==> src/rtl/aidc_lite_zrle_unpacker.sv <==
// Zero-run-length unpacker: expands 16-bit literal/run tokens into a 16x64-bit block of buffer writes.
// Latency: the write carrying a token's last byte appears 1 cycle after that token leaves the FIFO head.
// Backpressure: ready_o is registered and high only while at least two token slots are free; words are never dropped.
module aidc_lite_zrle_unpacker #(
  parameter int FIFO_DEPTH = 8,
  parameter int BLK_WORDS  = 16
) (
  input  logic                         clk,
  input  logic                         rst,
  input  logic                         valid_i,
  output logic                         ready_o,
  input  logic                         sop_i,
  input  logic                         eop_i,
  input  logic [31:0]                  data_i,
  output logic                         valid_o,
  output logic [$clog2(BLK_WORDS)-1:0] addr_o,
  output logic [63:0]                  data_o,
  output logic                         done_o,
  output logic                         err_o
);

  localparam int AW        = $clog2(BLK_WORDS);
  localparam int BLK_BYTES = BLK_WORDS * 8;
  localparam int CW        = $clog2(BLK_BYTES + 1);
  localparam int PW        = $clog2(FIFO_DEPTH);
  localparam int FCW       = PW + 1;

  typedef enum logic [1:0] {S_IDLE, S_RUN, S_FLUSH, S_FULL} state_t;

  // Tokens are stored trimmed to {type[1:0], byte[7:0]}; bits [13:8] carry no meaning.
  logic [9:0]     fifo_q [FIFO_DEPTH];
  logic [PW-1:0]  wptr_q, rptr_q;
  logic [FCW-1:0] fcnt_q, fcnt_d;
  state_t         state_q;
  logic [CW-1:0]  cnt_q, cnt_d;
  logic [63:0]    asm_q, asm_d;
  logic           run_act_q, run_act_d;
  logic [8:0]     run_rem_q, run_rem_d;
  logic           eop_seen_q;
  logic           ready_q, valid_q, done_q, err_q;
  logic [AW-1:0]  addr_q;
  logic [63:0]    data_q;

  logic           accept, take_sop, push_word, pop, tok_err, word_done, fifo_empty;
  logic [9:0]     head;
  logic [2:0]     off;
  logic [5:0]     boff;
  logic [3:0]     space, step;
  logic [8:0]     cur_len;
  logic           unused_bits;

  assign unused_bits = ^{data_i[13:8], data_i[29:24]};

  assign accept     = valid_i & ready_q;
  assign take_sop   = accept & sop_i;
  // Non-sop words only belong to an open block whose eop has not yet arrived.
  assign push_word  = accept & ~sop_i & (state_q != S_IDLE) & ~eop_seen_q;
  assign fifo_empty = (fcnt_q == '0);
  assign head       = fifo_q[rptr_q];

  // Token decode and byte-count / assembly next-state for the current cycle.
  always_comb begin
    off       = cnt_q[2:0];
    boff      = {off, 3'b000};
    space     = 4'd8 - {1'b0, off};
    cur_len   = run_act_q ? run_rem_q : ({1'b0, head[7:0]} + 9'd1);
    step      = (cur_len < {5'd0, space}) ? cur_len[3:0] : space;
    pop       = 1'b0;
    tok_err   = 1'b0;
    cnt_d     = cnt_q;
    asm_d     = asm_q;
    run_act_d = run_act_q;
    run_rem_d = run_rem_q;
    case (state_q)
      S_RUN: begin
        if (!fifo_empty) begin
          unique case (head[9:8])
            2'b00: begin
              asm_d[boff +: 8] = head[7:0];
              cnt_d            = cnt_q + CW'(1);
              pop              = 1'b1;
            end
            2'b10: begin
              // Zero bytes need no assembly write: the register is cleared per word.
              cnt_d     = cnt_q + CW'(step);
              run_rem_d = cur_len - {5'd0, step};
              if (run_rem_d == 9'd0) begin
                pop       = 1'b1;
                run_act_d = 1'b0;
              end else if (cnt_d == CW'(BLK_BYTES)) begin
                pop       = 1'b1;
                run_act_d = 1'b0;
                tok_err   = 1'b1;
              end else begin
                run_act_d = 1'b1;
              end
            end
            2'b11: pop = 1'b1;
            default: begin
              pop     = 1'b1;
              tok_err = 1'b1;
            end
          endcase
        end
      end
      S_FLUSH: cnt_d = {cnt_q[CW-1:3] + (CW-3)'(1), 3'b000};
      S_FULL: begin
        pop     = !fifo_empty;
        tok_err = pop && (head[9:8] != 2'b11);
      end
      default: ;
    endcase
    word_done = (cnt_d[CW-1:3] != cnt_q[CW-1:3]);
    fcnt_d    = take_sop ? FCW'(2)
              : fcnt_q + (push_word ? FCW'(2) : FCW'(0)) - (pop ? FCW'(1) : FCW'(0));
  end

  // Token storage; a sop word restarts the FIFO at slot 0, discarding older tokens.
  always_ff @(posedge clk) begin
    if (take_sop) begin
      fifo_q[0] <= {data_i[15:14], data_i[7:0]};
      fifo_q[1] <= {data_i[31:30], data_i[23:16]};
    end else if (push_word) begin
      fifo_q[wptr_q]          <= {data_i[15:14], data_i[7:0]};
      fifo_q[wptr_q + PW'(1)] <= {data_i[31:30], data_i[23:16]};
    end
  end

  // Block FSM, FIFO pointers and registered outputs.
  always_ff @(posedge clk) begin
    if (rst) begin
      state_q    <= S_IDLE;
      wptr_q     <= '0;
      rptr_q     <= '0;
      fcnt_q     <= '0;
      cnt_q      <= '0;
      asm_q      <= '0;
      run_act_q  <= 1'b0;
      run_rem_q  <= '0;
      eop_seen_q <= 1'b0;
      ready_q    <= 1'b1;
      valid_q    <= 1'b0;
      addr_q     <= '0;
      data_q     <= '0;
      done_q     <= 1'b0;
      err_q      <= 1'b0;
    end else begin
      valid_q <= 1'b0;
      fcnt_q  <= fcnt_d;
      ready_q <= (fcnt_d <= FCW'(FIFO_DEPTH - 2));
      if (take_sop) begin
        rptr_q <= '0;
        wptr_q <= PW'(2);
      end else begin
        if (push_word) wptr_q <= wptr_q + PW'(2);
        if (pop)       rptr_q <= rptr_q + PW'(1);
      end
      if (take_sop) begin
        // A sop mid-block aborts the old block and flags it on the new one.
        state_q    <= S_RUN;
        cnt_q      <= '0;
        asm_q      <= '0;
        run_act_q  <= 1'b0;
        run_rem_q  <= '0;
        eop_seen_q <= eop_i;
        addr_q     <= '0;
        done_q     <= 1'b0;
        err_q      <= (state_q == S_RUN) || (state_q == S_FLUSH);
      end else begin
        if (push_word && eop_i) eop_seen_q <= 1'b1;
        cnt_q     <= cnt_d;
        run_act_q <= run_act_d;
        run_rem_q <= run_rem_d;
        asm_q     <= word_done ? '0 : asm_d;
        if (word_done) begin
          valid_q <= 1'b1;
          addr_q  <= cnt_q[AW+2:3];
          data_q  <= asm_d;
        end
        if (tok_err) err_q <= 1'b1;
        case (state_q)
          S_RUN: begin
            if (cnt_d == CW'(BLK_BYTES))       state_q <= S_FULL;
            else if (fifo_empty && eop_seen_q) state_q <= S_FLUSH;
          end
          S_FLUSH: begin
            if (cnt_d == CW'(BLK_BYTES)) begin
              err_q   <= 1'b1;
              state_q <= S_FULL;
            end
          end
          S_FULL: begin
            done_q <= 1'b1;
            if (fifo_empty && eop_seen_q) state_q <= S_IDLE;
          end
          default: ;
        endcase
      end
    end
  end

  assign ready_o = ready_q;
  assign valid_o = valid_q;
  assign addr_o  = addr_q;
  assign data_o  = data_q;
  assign done_o  = done_q;
  assign err_o   = err_q;

endmodule

==> config.mk <==
export PLATFORM = sky130hd
export DESIGN_NAME = aidc_lite_zrle_unpacker
export DESIGN_NICKNAME = d
export VERILOG_FILES = /design/src/rtl/aidc_lite_zrle_unpacker.sv
export SDC_FILE = /design/constraint.sdc
export NUM_CORES = 1
export LEC_CHECK = 0
export CORE_UTILIZATION = 50
export DETAILED_ROUTE_END_ITERATION = 8
export PLACE_DENSITY = 0.72
export RECOVER_POWER = 50
export SLEW_MARGIN = 0
export SYNTH_ARGS = -nofsm -noshare
export SYNTH_HDL_FRONTEND = slang
export SYNTH_SLANG_ARGS = --single-unit
==> constraint.sdc <==
create_clock -name clk -period 7.7 [get_ports clk]
set_input_delay 1.925 -clock clk [delete_from_list [all_inputs] [get_ports clk]]
set_output_delay 1.925 -clock clk [all_outputs]
set_load 0.1 [all_outputs]
Word-level counts from Yosys, hierarchy flattened
Memories as Yosys holds them, arrays and structs flattened. A register that Yosys moved wholly into a read port is not among the register bits.
Cells that the tools add are included.

storage, ports and cells
  output and inout bits = 72
  memory bits (writable) = 80
  register bits after elaboration = 167
  memories = 1

cells by class
  reduce and logical (&&, ||, !) cells = 22
  mux-type cells = 51
  magnitude comparators = 2
  add/subtract/negate cells = 12
  equal/unequal tests = 15
  shift-type cells = 2
  bitwise logic cells = 9

memory list
  memory  depth  width  read ports  clocked after Yosys merged registers in  wr ports  RTL line  RTL
  fifo_q  8      10     1           1                                        2         31        logic [9:0] fifo_q [FIFO_DEPTH];

operators with widths
  kind                                                  count
  two-way mux 64 bit                                    3
  bitwise mux 64 bit                                    1
  variable shift 8 x 8 -> 64 bit, first input constant  1
  variable part select 8 x 8 -> 64 bit                  1
  one-hot mux 8 bit (2 select lines)                    2
  two-way mux 1 bit                                     24
  two-way mux 10 bit                                    2
  OR reduction 10 bit                                   2
  == test 8 bit, second input constant                  2
  two-way mux 2 bit                                     7
  two-way mux 3 bit                                     4
  adder 8 x 1 -> 9 bit, second input constant           1
  zero test 9 bit                                       1
  < comparator 9 x 4 -> 1 bit                           1
  two-way mux 9 bit                                     1
  subtractor 9 x 4 -> 9 bit                             1
  adder 8 x 1 -> 8 bit, second input constant           1
  adder 8 x 4 -> 8 bit                                  1
  == test 2 bit, second input constant                  4
  two-way mux 4 bit                                     2
  two-way mux 8 bit                                     1
  negator 6 -> 8 bit                                    1
  AND reduction 4 bit                                   2
  adder 3 x 1 -> 3 bit, second input constant           2
  30 further kinds                                      45

Longest topological paths before layout
Gate-level depths: netlist (run 1).

  depth after elaboration = 15
  depth in mapped cells = 31

Worst setup path before layout (run 1)
OpenSTA, ideal clock, no wires.

  path type = register to register
  start point = register with a tool-made name
  end point = register ready_q, in the netlist ready_o
  data required time = 7.578 ns
  library setup time = 0.122 ns
  arrival = 6.264 ns
  stages on the path, launching flop included = 29
  slack = 1.315 ns
  cells stage by stage = dfxtp_1 -> buf_6 -> buf_12 -> mux4_2 -> mux2i_1 -> inv_1 -> ha_1 -> mux2_2 -> ha_1 -> a21boi_0 -> o21ai_0 -> nand2b_1 -> a21oi_2 -> mux2i_1 -> ha_1 -> a21o_1 -> a21oi_1 -> xnor2_1 -> or4_1 -> a211oi_1 -> nor3_1 -> a221oi_4 -> ha_1 -> inv_1 -> ha_1 -> fa_1 -> xor2_1 -> nor2_1 -> a31oi_1

RTL lines
  item                  RTL line  RTL
  end signal, assigned  150       ready_q <= (fcnt_d <= FCW'(FIFO_DEPTH - 2));
  end, declared         40        logic ready_q, valid_q, done_q, err_q;

==> summary.md, run 1 <==
| Metric | Value |
|---|---|
| Outcome | completed |
| Max VDD drop | 0.211 mV |
| CP peak stage delay | 0.61 ns |
| Most numerous cell in the Yosys netlist | dfxtp_1 |
| IO buf count | 96 |
| Hold WC Path Type | flop to flop |
| DR WL/cell | 16.7 um |
| CORE AREA | 22100 um^2 |
| Slew HR | 0.0130 |
| Ys async rst share | 0 |
| Area of the multi-input gates | 5220 um^2 |
| Max Slew Vio Count | 0 |
| Sequential area share after synthesis | 0.506 |
| Core Util, Final | 0.609 |
| Pwr/cell area | 301 nW/um^2 |
| Internal Power | 2.60 mW |
| Commonest cells in the netlist | dfxtp_1, nor2_1, a21oi_1 |
| Io pins | 109 |
| Synth area leaders | dfxtp_1, edfxtp_1, mux2i_1, nor2_1, a21oi_1 |
| Area grow syn2layout | 17.7% |
| Top_reg_cell synth | dfxtp_1 |
| Sequential share of power | 0.365 |
| Net Sw Power | 1.45 mW |
| Antenna Nets Post-Route | 0 |
| Grt total ovfl | 0 |
| Clock power frac | 0.285 |
| Post-Syn Area | 11400 um^2 |
| HPWL after DPL | 16.8 mm |
| Syn Nets | 1182 |
| Most frequent CP cell | ha_1 |
| Die W | 153 um |
| Post-synth EDFFs | 80 |
| Worst setup EP type | flop |
| Worst Tran Pin Value | 1.48 ns |
| First-pass DRT Iterations | 5 |
| CTS Buffer Depth | 3 |
| DP Area | 12700 um^2 |
| Post-synthesis register bit count | 249 |
| Post-Syn Instances | 1110 |
| Post-route DRC | 0 |
| Net Sw Frac | 0.357 |
| Vias | 8366 |
| Register Area | 5790 um^2 |
| Yosys Warn Count | 0 |
| Pleak | 5.15 nW |
| Final non-filler cell area | 13500 um^2 |
| Clock Skews | 0.00781 ns |
| CTS root buf | clkbuf_16 |
| Req. time, crit path | 8.13 ns |
| Fraction of layout cells with a size suffix above 1 | 0.100 |
| Count of unique library cells instantiated by Yosys | 83 |
| Period utilisation layout | 0.918 |
| Vias in the first global route | 8072 |
| Max-Cap Viols | 0 |
| Largest area contributor in the netlist | dfxtp_1 |
| H-tree depth | 1 |
| Fill cells | 1804 |
| Total Wirelength | 24.9 mm |
| Top delay family on crit path | compound AO/OA/AOI/OAI gates |
| Syn avg cell area | 10.3 um^2 |
| Count of buffer and inverter cells on the critical path | 2 |
| Crit start category | flop |
| RSZ-0062 raised after global routing | no |
| Total negative slack | 0 ns |
| Clock Latency Late Sink | 0.51 ns |
| Crit Path Max Fanout | 9 |
| Setup CP Type | flop to flop |
| CTS tree | done |
| Die area | 23500 um^2 |
| Combinational share of power | 0.349 |
| Largest net degree at the start of global routing | 90 |
| Post-layout min period | 7.07 ns |
| Diode count | 0 |
| CTS sink cnt | 249 |
| Final Setup Violations | 0 |
| Global-route wire length before repair | 41.6 mm |
| GRT Overall Usage | 0.217 |
| Clock slew at reported path FFs | 0.06 ns |
| Num CTS Buffers | 25 |
| Drt via density | 5.63 |
| Initial antenna violation count | 0 |
| Initial drt markers | 556 |
| Cell row count | 54 |
| # Post-CTS Setup Buffers | 0 |
| Yosys top cell area share | 0.296 |
| Placer Congestion | 0.910 |
| Initial Utilization | 0.518 |
| Fmax | 141 MHz |
| Slowest CP cell | dfxtp_1 |
| CP arrival | 7.50 ns |
| Hold Vio Cnt, Final | 0 |
| Nets | 1261 |
| Die height | 153 um |
==> per-layer routing <==
layer  vias up  global-route usage  share of wire
met1      4006               0.291           0.46
met3        34              0.0264          0.042
met2       193               0.373           0.48
met5         -                   0              0
li1       4133                   -              -
met4         0              0.0510          0.018
==> layout make-up <==
type / instances / share of cell area
multi-input combinational: 752 / 0.388
sequential: 249 / 0.430
clock inverter: 6 / 0.00409
timing repair buffer: 123 / 0.0868
tap: 280 / 0.0260
clock buffer: 39 / 0.0548
inverter: 38 / 0.0106
==> registers in the layout, summed over array words and instances, names as in the netlist, 2 cells and up, named ones only <==
name	flops
wptr_q	2
cnt_q	8
fcnt_q	4
fifo_q	80
asm_q	64
addr_o	4
rptr_q	3
data_o	64
state_q	2
run_rem_q	9
==> cell usage in the layout, fill, tap and decap left out, types with 11 or more instances in the layout <==
cell and n:
nor2b_1 37, nor3_1 11, dlygate4sd3_1 93, xnor2_1 13, nand3_1 13, mux4_2 17
mux2i_1 68, inv_1 37, edfxtp_1 80, buf_4 25, o31ai_1 26, a21oi_1 84
clkbuf_16 25, o21ai_0 34, nand2_1 69, ha_1 32, dfxtp_1 168, nand3b_1 26
nor2_1 154
==> power by group through the flow <==
stage	registers [mW]	clock network, mW	logic (mW)
after floorplan	1.59	0	0.954
after global placement	1.51	0	1.39
after detailed placement	1.51	0	1.40
after CTS	1.48	1.18	1.42
after global routing	1.49	1.24	1.55
final	1.48	1.16	1.41
==> logic make-up (layout without fill, tap and decap cells) <==
logic type               count (synthesis)  count (layout)  synth area share
buffers and inverters                  109             206            0.0405
AND/OR/NAND/NOR                        371             371             0.158
multiplexers                            99              99             0.109
adder cells (fa/ha/maj)                 35              35            0.0403
XOR/XNOR                                20              20            0.0153
flip-flops                             249             249             0.506
AO/OA/AOI/OAI                          227             227             0.131
==> final timing paths <==
| path | startpoint | endpoint | slack, ns | cells after the start |
|---|---|---|---|---|
| setup / recovery | flop | ready_o | 0.63 | 27 |
| hold / removal | run_rem_q[2] | run_rem_q[2] | 0.45 | 2 |
| setup reg to reg | flop | ready_o | 0.63 | 27 |
| hold reg to reg | run_rem_q[2] | run_rem_q[2] | 0.45 | 2 |
==> worst min-delay path, delay by kind of cell, from the launching register on <==
kind             cells  cell delay, ns
flip-flops           1            0.31
AO/OA/AOI/OAI        1            0.05
AND/OR/NAND/NOR      1            0.05
==> repair_timing <==
action / CTS / global route
hold endpoints to repair: 0 / 0
gates resized for setup: 0 / 2
hold buffers: 0 / 0
setup endpoints to repair: 0 / 72
==> stage by stage <==
step	hold WS [ns]	total power, mW	std cells	setup slack (ns)
4_1_cts	0.458	4.08	1487	0.274
3_3_place_gp	0.441	2.90	1442	0.510
6_report	0.454	4.05	1487	0.631
3_5_place_dp	0.450	2.91	1442	0.330
5_1_grt	0.480	4.27	1487	0.0403
2_1_floorplan	0.432	2.55	1110	1.31
No activity file was read; power rests on OpenSTA's default activity.
==> run 2, diff against run 1 <==
Settings changed: CORE_UTILIZATION 50 to 57, GPL_TIMING_DRIVEN from default to 0, PLACE_DENSITY 0.72 to 0.8.
==> run 2 against run 1 <==
Net effect: the flow now finishes with violations (max-capacitance violations); critical endpoint is now data_o[15]; via count increased by 4.9%; critical path type unchanged; die area decreased by 12%; clock power increased by 5%; fmax decreased by 3.0%; cell count increased by 2.0%; cell area increased by 1.1%; power increased by 2.4%; utilization increased by 8.6 points; largest power group is now combinational logic; highest routed layer unchanged; worst setup slack got worse by 0.22 ns; non-clock buffer count increased by 43; flip-flop and latch count unchanged; first-iteration DRC count increased by 4.7%.
==> summary.md, run 2 (synthesized netlist as in run 1, its figures left out) <==
| Metric | Value |
|---|---|
| Final Setup Violations | 0 (unchanged) |
| CP peak stage delay | 0.51 ns (was 0.61 ns) |
| Nets | 1304 (was 1261) |
| Post-route DRC | 0 (unchanged) |
| CTS sink cnt | 249 (unchanged) |
| Max-Cap Viols | 1 (was 0) |
| Clock Skews | 0.0214 ns (was 0.00781 ns) |
| Slew HR | 0.00567 (was 0.0130) |
| CTS hold repair buffers | 0 (unchanged) |
| Die height | 144 um (was 153 um) |
| Worst Tran Pin Value | 1.49 ns (was 1.48 ns) |
| Pwr/cell area | 305 nW/um^2 (was 301 nW/um^2) |
| CTS Buffer Depth | 3 (unchanged) |
| Clock slew at reported path FFs | 0.06 ns (about the same) |
| Commonest cells after routing, fill and taps aside | dfxtp_1, nor2_1, dlygate4sd3_1 (unchanged) |
| Most common cell after layout, fill and taps aside | dfxtp_1 (unchanged) |
| Initial antenna violation count | 0 (unchanged) |
| Clock Latency Late Sink | 0.53 ns (was 0.51 ns) |
| Initial drt markers | 582 (was 556) |
| IO buf count | 95 (was 96) |
| Vias | 8778 (was 8366) |
| Count of buffer and inverter cells on the critical path | 5 (was 2) |
| Req. time, crit path | 8.15 ns (was 8.13 ns) |
| CP arrival | 7.73 ns (was 7.50 ns) |
| Final non-filler cell total | 1516 (was 1487) |
| Area grow syn2layout | 19.0% (was 17.7%) |
| Hold WC Path Type | flop to flop (unchanged) |
| Slowest CP cell | a21oi_1 (was dfxtp_1) |
| Io pins | 109 (unchanged) |
| Hold Vio Cnt, Final | 0 (unchanged) |
| H-tree depth | 1 (unchanged) |
| Antenna Nets Post-Route | 0 (unchanged) |
| CTS root buf | clkbuf_16 (unchanged) |
| Max VDD drop | 0.238 mV (was 0.211 mV) |
| DR WL/cell | 17.9 um (was 16.7 um) |
| Post-layout min period | 7.29 ns (was 7.07 ns) |
| Outcome | finished, violations left (was completed) |
| Largest net degree at the start of global routing | 21 (was 90) |
| Fmax | 137 MHz (was 141 MHz) |
| Crit Path Max Fanout | 10 (was 9) |
| Global-route wire length before repair | 42.9 mm (was 41.6 mm) |
| Most frequent CP cell | ha_1 (unchanged) |
| Worst setup EP type | flop (unchanged) |
| Vias in the first global route | 8445 (was 8072) |
| Drt via density | 5.79 (was 5.63) |
| Crit start category | flop (unchanged) |
| Max Slew Vio Count | 0 (unchanged) |
| CTS tree | done (unchanged) |
| Violated checks | max-capacitance violations |
| Most flops, register | fifo_q (unchanged) |
| Pleak | 5.16 nW (was 5.15 nW) |
| Fraction of layout cells with a size suffix above 1 | 0.0879 (was 0.100) |
| Core Util, Final | 0.695 (was 0.609) |
| Period utilisation layout | 0.946 (was 0.918) |
| Cell row count | 51 (was 54) |
| Total Wirelength | 27.2 mm (was 24.9 mm) |
| Num CTS Buffers | 25 (unchanged) |
| RSZ-0062 raised after global routing | no (unchanged) |
| Die area | 20600 um^2 (was 23500 um^2) |
| CORE AREA | 19600 um^2 (was 22100 um^2) |
| Placed Instances | 1470 (was 1442) |
| Top delay family on crit path | compound AO/OA/AOI/OAI gates (unchanged) |
| Diode count | 0 (unchanged) |
| Setup CP Type | flop to flop (unchanged) |
| Initial Utilization | 0.584 (was 0.518) |
| GRT Overall Usage | 0.268 (was 0.217) |
| First-pass DRT Iterations | 5 (unchanged) |
| Grt total ovfl | 0 (unchanged) |
| Die W | 144 um (was 153 um) |
| Max FFs per register | 80 (unchanged) |
| HPWL after DPL | 18.9 mm (was 16.8 mm) |
| Placer Congestion | 0.982 (was 0.910) |
| Tot Pwr | 4.14 mW (was 4.05 mW) |
## run 2: through the flow
step | hold slack [ns] | area, um^2 | setup TNS, ns | worst slack, ns
after floorplan | 0.432 | 11400 | 0 | 1.31
after global placement | 0.443 | 12700 | -0.0792 | -0.0792
after detailed placement | 0.448 | 12700 | -0.212 | -0.163
after CTS | 0.456 | 13600 | 0 | 0.0138
after global routing | 0.473 | 13600 | 0 | 0.0326
final | 0.458 | 13600 | 0 | 0.415
## run 2: area by class of cell
class / instances / area [um^2]
inverters: 38 / 143
clock buffers: 33 / 706
multi-input cells: 752 / 5240
fillers: 1504 / 5980
plain buffers: 71 / 327
flip-flops and latches: 249 / 5790
well taps: 265 / 332
clock inverters: 13 / 130
repair buffers: 95 / 951
## run 2: tightest hold or removal path, cell delays in order, from the launching register on
cell and delay [ns]:
dfxtp_1 0.31, nand2_1 0.05, a21oi_1 0.05
## run 2: metal layers
metal / routed length [um] / GRT usage / vias to the layer above
li1: - / - / 4239
met1: 11600 / 0.344 / 4209
met2: 13400 / 0.460 / 277
met3: 1510 / 0.0390 / 53
met4: 663 / 0.0941 / 0
met5: 0 / 0 / -
## run 2: path summary, 6_finish.rpt
| kind | cells after the start | slack [ns] | startpoint | end |
|---|---|---|---|---|
| max reg2reg | 27 | 0.41 | flop | data_o[15] |
| min reg2reg | 2 | 0.46 | run_rem_q[3] | run_rem_q[3] |
| min | 2 | 0.46 | run_rem_q[3] | run_rem_q[3] |
| max | 27 | 0.41 | flop | data_o[15] |
## run 2: power by group
group / switching [mW] / internal (mW)
logic: 0.993 / 0.472
clock network: 0.508 / 0.714
registers: 0.0402 / 1.42
total: 1.54 / 2.60
## run 2: what timing repair did
item | in CTS | in global routing
gates cloned | 0 | 0
endpoints found under the setup margin | 3 | 122
gates resized for setup | 2 | 11
buffers inserted | 0 | 0
